[src/rtl/mem_port_arbiter_if.sv]
// ============================================================================
// Module : mem_port_arbiter_if
// Brief  : Fetch, data and memory handshake bundle for mem_port_arbiter.
// Rev    : 1.0
// ============================================================================
`default_nettype none

interface mem_port_arbiter_if #(
  parameter int ADDR_W = 32,
  parameter int DATA_W = 32
);
  // instruction-fetch side
  logic                  if_req;
  logic [ADDR_W-1:0]     if_addr;
  logic                  if_gnt;
  logic                  if_rvalid;
  logic [DATA_W-1:0]     if_rdata;
  // load/store side
  logic                  d_req;
  logic                  d_we;
  logic [ADDR_W-1:0]     d_addr;
  logic [DATA_W-1:0]     d_wdata;
  logic [DATA_W/8-1:0]   d_wstrb;
  logic                  d_gnt;
  logic                  d_rvalid;
  logic [DATA_W-1:0]     d_rdata;
  // memory side
  logic                  mem_req;
  logic                  mem_we;
  logic [ADDR_W-1:0]     mem_addr;
  logic [DATA_W-1:0]     mem_wdata;
  logic [DATA_W/8-1:0]   mem_wstrb;
  logic                  mem_ready;
  logic                  mem_rvalid;
  logic [DATA_W-1:0]     mem_rdata;
  // watchdog abort
  logic                  err;
  logic                  err_is_data;

  modport slave (
    input  if_req, if_addr,
    input  d_req, d_we, d_addr, d_wdata, d_wstrb,
    input  mem_ready, mem_rvalid, mem_rdata,
    output if_gnt, if_rvalid, if_rdata,
    output d_gnt, d_rvalid, d_rdata,
    output mem_req, mem_we, mem_addr, mem_wdata, mem_wstrb,
    output err, err_is_data
  );

  modport master (
    output if_req, if_addr,
    output d_req, d_we, d_addr, d_wdata, d_wstrb,
    output mem_ready, mem_rvalid, mem_rdata,
    input  if_gnt, if_rvalid, if_rdata,
    input  d_gnt, d_rvalid, d_rdata,
    input  mem_req, mem_we, mem_addr, mem_wdata, mem_wstrb,
    input  err, err_is_data
  );
endinterface

`default_nettype wire

[src/rtl/mem_port_arbiter.sv]
// ============================================================================
// Module : mem_port_arbiter
// Brief  : Data-first fetch/data arbiter for a single-port memory with a
//          starvation guard and a transaction watchdog.
// Rev    : 1.0
// ============================================================================
`default_nettype none

module mem_port_arbiter #(
  parameter int ADDR_W       = 32,
  parameter int DATA_W       = 32,
  parameter int MAX_D_STREAK = 4,
  parameter int TIMEOUT      = 255
) (
  input  logic                 clk,
  input  logic                 rst_n,
  mem_port_arbiter_if.slave    bus
);

  localparam int         STRB_W      = DATA_W / 8;
  localparam int         STREAK_W    = $clog2(MAX_D_STREAK + 1);
  localparam logic [STREAK_W-1:0] STREAK_MAX = STREAK_W'(MAX_D_STREAK);
  localparam logic [7:0] TIMEOUT_CNT = 8'(TIMEOUT);

  typedef enum logic [1:0] {
    S_IDLE = 2'd0,
    S_REQ  = 2'd1,
    S_WAIT = 2'd2
  } state_t;

  state_t                state;
  logic                  owner_data;
  logic [STREAK_W-1:0]   streak;
  logic [7:0]            wdog;

  logic                  pick_data;
  logic                  pick_inst;
  logic                  in_req;
  logic                  in_wait;
  logic                  wdog_expired;
  logic                  abort;
  logic                  grant_ev;
  logic                  done_ev;
  logic [ADDR_W-1:0]     sel_addr;
  logic [DATA_W-1:0]     sel_wdata;
  logic [STRB_W-1:0]     sel_wstrb;
  logic [DATA_W-1:0]     owner_rdata;

  // Fetch wins over data only once data has taken MAX_D_STREAK grants in a row.
  assign pick_data = bus.d_req && !((streak == STREAK_MAX) && bus.if_req);
  assign pick_inst = !pick_data && bus.if_req;

  assign sel_addr  = pick_data ? bus.d_addr  : bus.if_addr;
  assign sel_wdata = pick_data ? bus.d_wdata : '0;
  assign sel_wstrb = pick_data ? bus.d_wstrb : '0;

  assign in_req       = (state == S_REQ);
  assign in_wait      = (state == S_WAIT);
  assign wdog_expired = (wdog == TIMEOUT_CNT);

  // A memory event arriving in the expiry cycle still counts as progress.
  assign abort    = wdog_expired &&
                    ((in_req && !bus.mem_ready) || (in_wait && !bus.mem_rvalid));
  assign grant_ev = in_req && bus.mem_ready;
  assign done_ev  = in_wait && (bus.mem_rvalid || abort);

  // Aborted reads complete with zero data.
  assign owner_rdata = (in_wait && bus.mem_rvalid) ? bus.mem_rdata : '0;

  assign bus.if_gnt      = grant_ev && !owner_data;
  assign bus.d_gnt       = grant_ev &&  owner_data;
  assign bus.if_rvalid   = done_ev  && !owner_data;
  assign bus.d_rvalid    = done_ev  &&  owner_data;
  assign bus.if_rdata    = owner_data ? '0 : owner_rdata;
  assign bus.d_rdata     = owner_data ? owner_rdata : '0;
  assign bus.err         = abort;
  assign bus.err_is_data = abort && owner_data;

  always_ff @(posedge clk or negedge rst_n) begin
    if (!rst_n) begin
      state         <= S_IDLE;
      owner_data    <= 1'b0;
      streak        <= '0;
      wdog          <= '0;
      bus.mem_req   <= 1'b0;
      bus.mem_we    <= 1'b0;
      bus.mem_addr  <= '0;
      bus.mem_wdata <= '0;
      bus.mem_wstrb <= '0;
    end else begin
      case (state)
        S_IDLE: begin
          if (pick_data || pick_inst) begin
            owner_data    <= pick_data;
            bus.mem_req   <= 1'b1;
            bus.mem_we    <= pick_data && bus.d_we;
            bus.mem_addr  <= sel_addr;
            bus.mem_wdata <= sel_wdata;
            bus.mem_wstrb <= sel_wstrb;
            wdog          <= '0;
            state         <= S_REQ;
            if (pick_data && bus.if_req) begin
              if (streak != STREAK_MAX) begin
                streak <= streak + 1'b1;
              end
            end else begin
              streak <= '0;
            end
          end
        end

        S_REQ: begin
          if (bus.mem_ready) begin
            bus.mem_req <= 1'b0;
            wdog        <= '0;
            state       <= S_WAIT;
          end else if (abort) begin
            bus.mem_req <= 1'b0;
            wdog        <= '0;
            state       <= S_IDLE;
          end else begin
            wdog <= wdog + 8'd1;
          end
        end

        S_WAIT: begin
          if (done_ev) begin
            wdog  <= '0;
            state <= S_IDLE;
          end else begin
            wdog <= wdog + 8'd1;
          end
        end

        default: begin
          bus.mem_req <= 1'b0;
          wdog        <= '0;
          state       <= S_IDLE;
        end
      endcase
    end
  end

endmodule

`default_nettype wire
[src/flat_wrapper.sv]
// flat-port wrapper written by rule: the top's interface ports become plain ports
module mem_port_arbiter_flat 
#(
  parameter int ADDR_W       = 32,
  parameter int DATA_W       = 32,
  parameter int MAX_D_STREAK = 4,
  parameter int TIMEOUT      = 255
)
  (clk, rst_n, bus_if_req, bus_if_addr, bus_d_req, bus_d_we, bus_d_addr, bus_d_wdata, bus_d_wstrb, bus_mem_ready, bus_mem_rvalid, bus_mem_rdata, bus_if_gnt, bus_if_rvalid, bus_if_rdata, bus_d_gnt, bus_d_rvalid, bus_d_rdata, bus_mem_req, bus_mem_we, bus_mem_addr, bus_mem_wdata, bus_mem_wstrb, bus_err, bus_err_is_data);
  mem_port_arbiter_if #(.ADDR_W(ADDR_W), .DATA_W(DATA_W)) bus_i ();
  input  logic clk;
  input  logic rst_n;
  input wire logic [$bits(bus_i.if_req)-1:0] bus_if_req;
  input wire logic [$bits(bus_i.if_addr)-1:0] bus_if_addr;
  input wire logic [$bits(bus_i.d_req)-1:0] bus_d_req;
  input wire logic [$bits(bus_i.d_we)-1:0] bus_d_we;
  input wire logic [$bits(bus_i.d_addr)-1:0] bus_d_addr;
  input wire logic [$bits(bus_i.d_wdata)-1:0] bus_d_wdata;
  input wire logic [$bits(bus_i.d_wstrb)-1:0] bus_d_wstrb;
  input wire logic [$bits(bus_i.mem_ready)-1:0] bus_mem_ready;
  input wire logic [$bits(bus_i.mem_rvalid)-1:0] bus_mem_rvalid;
  input wire logic [$bits(bus_i.mem_rdata)-1:0] bus_mem_rdata;
  output wire logic [$bits(bus_i.if_gnt)-1:0] bus_if_gnt;
  output wire logic [$bits(bus_i.if_rvalid)-1:0] bus_if_rvalid;
  output wire logic [$bits(bus_i.if_rdata)-1:0] bus_if_rdata;
  output wire logic [$bits(bus_i.d_gnt)-1:0] bus_d_gnt;
  output wire logic [$bits(bus_i.d_rvalid)-1:0] bus_d_rvalid;
  output wire logic [$bits(bus_i.d_rdata)-1:0] bus_d_rdata;
  output wire logic [$bits(bus_i.mem_req)-1:0] bus_mem_req;
  output wire logic [$bits(bus_i.mem_we)-1:0] bus_mem_we;
  output wire logic [$bits(bus_i.mem_addr)-1:0] bus_mem_addr;
  output wire logic [$bits(bus_i.mem_wdata)-1:0] bus_mem_wdata;
  output wire logic [$bits(bus_i.mem_wstrb)-1:0] bus_mem_wstrb;
  output wire logic [$bits(bus_i.err)-1:0] bus_err;
  output wire logic [$bits(bus_i.err_is_data)-1:0] bus_err_is_data;
  assign bus_i.if_req = bus_if_req;
  assign bus_i.if_addr = bus_if_addr;
  assign bus_i.d_req = bus_d_req;
  assign bus_i.d_we = bus_d_we;
  assign bus_i.d_addr = bus_d_addr;
  assign bus_i.d_wdata = bus_d_wdata;
  assign bus_i.d_wstrb = bus_d_wstrb;
  assign bus_i.mem_ready = bus_mem_ready;
  assign bus_i.mem_rvalid = bus_mem_rvalid;
  assign bus_i.mem_rdata = bus_mem_rdata;
  assign bus_if_gnt = bus_i.if_gnt;
  assign bus_if_rvalid = bus_i.if_rvalid;
  assign bus_if_rdata = bus_i.if_rdata;
  assign bus_d_gnt = bus_i.d_gnt;
  assign bus_d_rvalid = bus_i.d_rvalid;
  assign bus_d_rdata = bus_i.d_rdata;
  assign bus_mem_req = bus_i.mem_req;
  assign bus_mem_we = bus_i.mem_we;
  assign bus_mem_addr = bus_i.mem_addr;
  assign bus_mem_wdata = bus_i.mem_wdata;
  assign bus_mem_wstrb = bus_i.mem_wstrb;
  assign bus_err = bus_i.err;
  assign bus_err_is_data = bus_i.err_is_data;
  mem_port_arbiter #(.ADDR_W(ADDR_W), .DATA_W(DATA_W), .MAX_D_STREAK(MAX_D_STREAK), .TIMEOUT(TIMEOUT)) u_core (.clk(clk), .rst_n(rst_n), .bus(bus_i));
endmodule
[config.mk]
export PLATFORM = sky130hd
export DESIGN_NAME = mem_port_arbiter_flat
export DESIGN_NICKNAME = d
export VERILOG_FILES = /design/src/rtl/mem_port_arbiter_if.sv /design/src/rtl/mem_port_arbiter.sv /design/src/flat_wrapper.sv
export SDC_FILE = /design/constraint.sdc
export NUM_CORES = 1
export LEC_CHECK = 0
export ABC_AREA = 1
export CORE_MARGIN = 1
export CORE_UTILIZATION = 25
export DETAILED_ROUTE_END_ITERATION = 8
export SYNTH_ARGS = -nofsm -noshare
export SYNTH_HDL_FRONTEND = slang
export SYNTH_SLANG_ARGS = --single-unit
[constraint.sdc]
create_clock -name clk -period 2.5 [get_ports clk]
set_clock_uncertainty 0.2 [all_clocks]
set_input_delay 0.625 -clock clk [delete_from_list [all_inputs] [get_ports clk]]
set_output_delay 0.625 -clock clk [all_outputs]
set_load 0.02 [all_outputs]
==> results of run 1 <==
registers in the layout (all words and copies together) (netlist names):
signal and flops:
u_core.wdog 8, u_core.state 2, u_core.bus.mem_we 1, u_core.bus.mem_wdata 32, u_core.streak 3, u_core.bus.mem_wstrb 4
u_core.owner_data 1, u_core.bus.mem_addr 32, u_core.bus.mem_req 1
cells by family (layout without fill, tap and decap cells):
group / count (synthesis) / in the layout / share of synthesized area [%]
compound gates: 80 / 80 / 10.1
other cells: 0 / 1 / 0
flops: 84 / 84 / 47.9
simple gates: 306 / 306 / 29.8
fa+ha+maj: 7 / 7 / 2.00
buf+inv: 97 / 377 / 9.58
xor+xnor: 3 / 3 / 0.599
synth_stat cells, drive strengths merged (2+ instances only):
cell type	instances	area (µm²)
a31oi	32	200
buf	22	139
clkbuf	21	78.8
dfrtp	84	2100
ha	7	87.6
inv	53	199
nand2	141	529
nand3	46	230
nand4	2	12.5
nor2	52	210
nor3	65	325
o21ai	46	230
xor2	3	26.3
per-stage QoR:
| step | hold slack [ns] | util (%) | std cells | total power (µW) | instance area (µm²) |
|---|---|---|---|---|---|
| detailed placement | 0.273 | 43.5 | 1061 | 6670 | 7500 |
| CTS | 0.0367 | 43.8 | 1080 | 8040 | 7550 |
| global placement | 0.277 | 43.5 | 1061 | 6650 | 7500 |
| global route | 0.0523 | 44.3 | 1083 | 8500 | 7630 |
| finish | 0.0256 | 44.3 | 1083 | 7960 | 7630 |
| floorplan | 0.129 | - | 577 | 4600 | 4390 |
cells in the final DEF, fill, tap and decap left out, types with 3 or more instances in the layout:
cell type	count
clkdlybuf4s50_1	205
nand2_1	136
dfrtp_1	84
nor3_1	60
buf_2	60
inv_1	50
nor2_1	49
nand3_1	46
o21ai_0	44
a31oi_1	32
buf_4	30
clkbuf_16	9
buf_12	7
nor3_2	5
ha_1	4
inv_2	3
nand2_2	3
nor2_4	3
xor2_1	3
clkbuf_8	3
layer usage:
layer	vias to the layer above	global-route usage [%]
met3	16	5.63
met2	187	29.3
met5	-	0
met4	0	6.49
li1	2431	-
met1	2168	21.0
timing repair:
| item | 4_1_cts | 5_1_grt |
|---|---|---|
| pin swaps | 1 | 6 |
| gates resized for setup | 361 | 18 |
| endpoints found under the hold margin | 0 | 0 |
| buffers inserted | 1 | 2 |
| cloned | 2 | 0 |
| endpoints found under the setup margin | 70 | 27 |
where the power goes:
part	leakage, µW	internal [µW]	switching (µW)
Sequential	0.00104	1970	332
Clock	0.000138	754	556
Combinational	0.00244	1910	2440
worst max path at each step:
stage	from	endpoint	slack (ns)	cells past startpoint
4_1_cts	u_core.wdog[0]$_DFFE_PN0P_	bus_d_rvalid	0.02	8
2_1_floorplan	u_core.state[0]$_DFFE_PN0P_	bus_d_rdata[10]	0.15	5
3_3_place_gp	bus_mem_rvalid	bus_d_rdata[25]	-0.52	5
5_1_grt	u_core.state[0]$_DFFE_PN0P_	bus_d_rdata[2]	-0.03	6
6_report	u_core.wdog[0]$_DFFE_PN0P_	bus_d_rvalid	0.07	8
3_5_place_dp	bus_mem_ready	bus_err_is_data	-0.52	7
final cells by class:
class | count | area (µm²) | area share (%)
timing repair buffer | 307 | 2800 | 36.7
clock buffer | 13 | 270 | 3.54
antenna | 1 | 2.50 | 0.0328
sequential | 84 | 2100 | 27.6
clock inverter | 3 | 20.0 | 0.262
tap | 225 | 282 | 3.69
multi-input combinational | 396 | 1950 | 25.5
inverter | 54 | 203 | 2.66
==> metrics.txt, run 1 <==
outcome completed; Die Y 135 µm; Synth Warn # 0; Final Net Count 998; H-tree levels 3; highest routed layer met4; unrepaired setup endpoints after global routing yes; Post-synth EDFFs 0; # DRC 0; max_slew headroom 69.5%; post-place setup slack -0.521 ns; clock-pin slew on the worst setup and hold paths 0.06 ns; DRT Wirelength 15700 µm; die width 135 µm; via count 4802; Reg2Reg Capture Point u_core.bus.mem_addr[18]$_DFFE_PN0P_; cells after synthesis 577; synthesis-to-finish area growth 73.8%; Hold Vio Cnt, Final 0; crit path max fanout 4; Worst Path Buf+Inv 1; crit-path cells ha_2 -> nand2_2 -> nor2_4 -> nand2_4 -> nand2_2 -> nand2_2 -> nor2_1 -> buf_4; # clock sinks 84; die area 0.0181 mm²; Tmin final 2.43 ns; CTS tree built; # rows 48; Crit Path Class reg -> out; largest net degree at the start of global routing 60; Crit. End Element output pin; met2 routed WL 7390 µm; library cells used by synthesis 21; Worst Hold Class in -> async; Top delay family on crit path simple AND/OR/NAND/NOR gates; final worst slack 0.0719 ns; 1st-iter DRT viols 147; routed wl met3 1460 µm; clock latency on the worst-skew pair 0.34 ns; pwr dens 1040 mW/mm²; slowest stage delay, CP 0.36 ns; share of post-route cells with drive strength above 1 15.6%; I/O pins 279; CP Data Arrival Time 1.60 ns; Worst-Margin Slew 0.458 ns; CP Data Required Time 1.67 ns; number of CTS-inserted buffers 9; GRT Total Usage 17.5%; sequential share of the synthesized area 47.9%; FF-to-FF setup slack 0.56 ns; FF-to-FF Start u_core.state[0]$_DFFE_PN0P_; Max-Cap Viols 0; Setup Viol. Count Final 0; DRT Pass-1 Iters 4; Hold-fix buffers, CTS 0; part of the cycle the worst path needs 97.1%; ys flop type dfrtp_1; initial core utilization 25.5%; Leak Pwr 0.00362 µW; slowest stage cell, crit path dfrtp_1; vias in the first global route 4669; VDD IR max 462 µV; fin. max-slew vios 0; initial antenna violation count 1; Async S/R FF share, synth 100%; Routed wire per std cell 14.5 µm; synthesized area per cell 7.61 µm²; first-pass GRT wire length 24700 µm; fillcell total 1795; worst-case reg-to-reg path depth 9; wire length on met1 6630 µm; total negative slack 0 ns; core area 0.0172 mm²; RePlAce Congestion 0.780; Port Buffers 278; Setup crit start kind flop; syn_nets 723; Synth Cell Area 0.00439 mm²; Max Freq 0.412 GHz; remaining antenna violation count after routing 0; clk buf depth 2; Root Buffer clkbuf_16; Most common cell on crit path nand2_2; via/cell ratio 4.43; Final HPWL DP 11100 µm; Yosys reg bits 84; gr ovfl total 0
Note: power is estimated with default switching activity, not from simulation.
==> run 2, diff against run 1 <==
--- a/config.mk
+++ b/config.mk
@@ -9,6 +9,7 @@
 export CORE_MARGIN = 1
 export CORE_UTILIZATION = 25
 export DETAILED_ROUTE_END_ITERATION = 8
+export SLEW_MARGIN = 20
 export SYNTH_ARGS = -nofsm -noshare
 export SYNTH_HDL_FRONTEND = slang
 export SYNTH_SLANG_ARGS = --single-unit
==> results of run 2 <==
No change in the layout: final DEF, timing and power equal those of run 1.
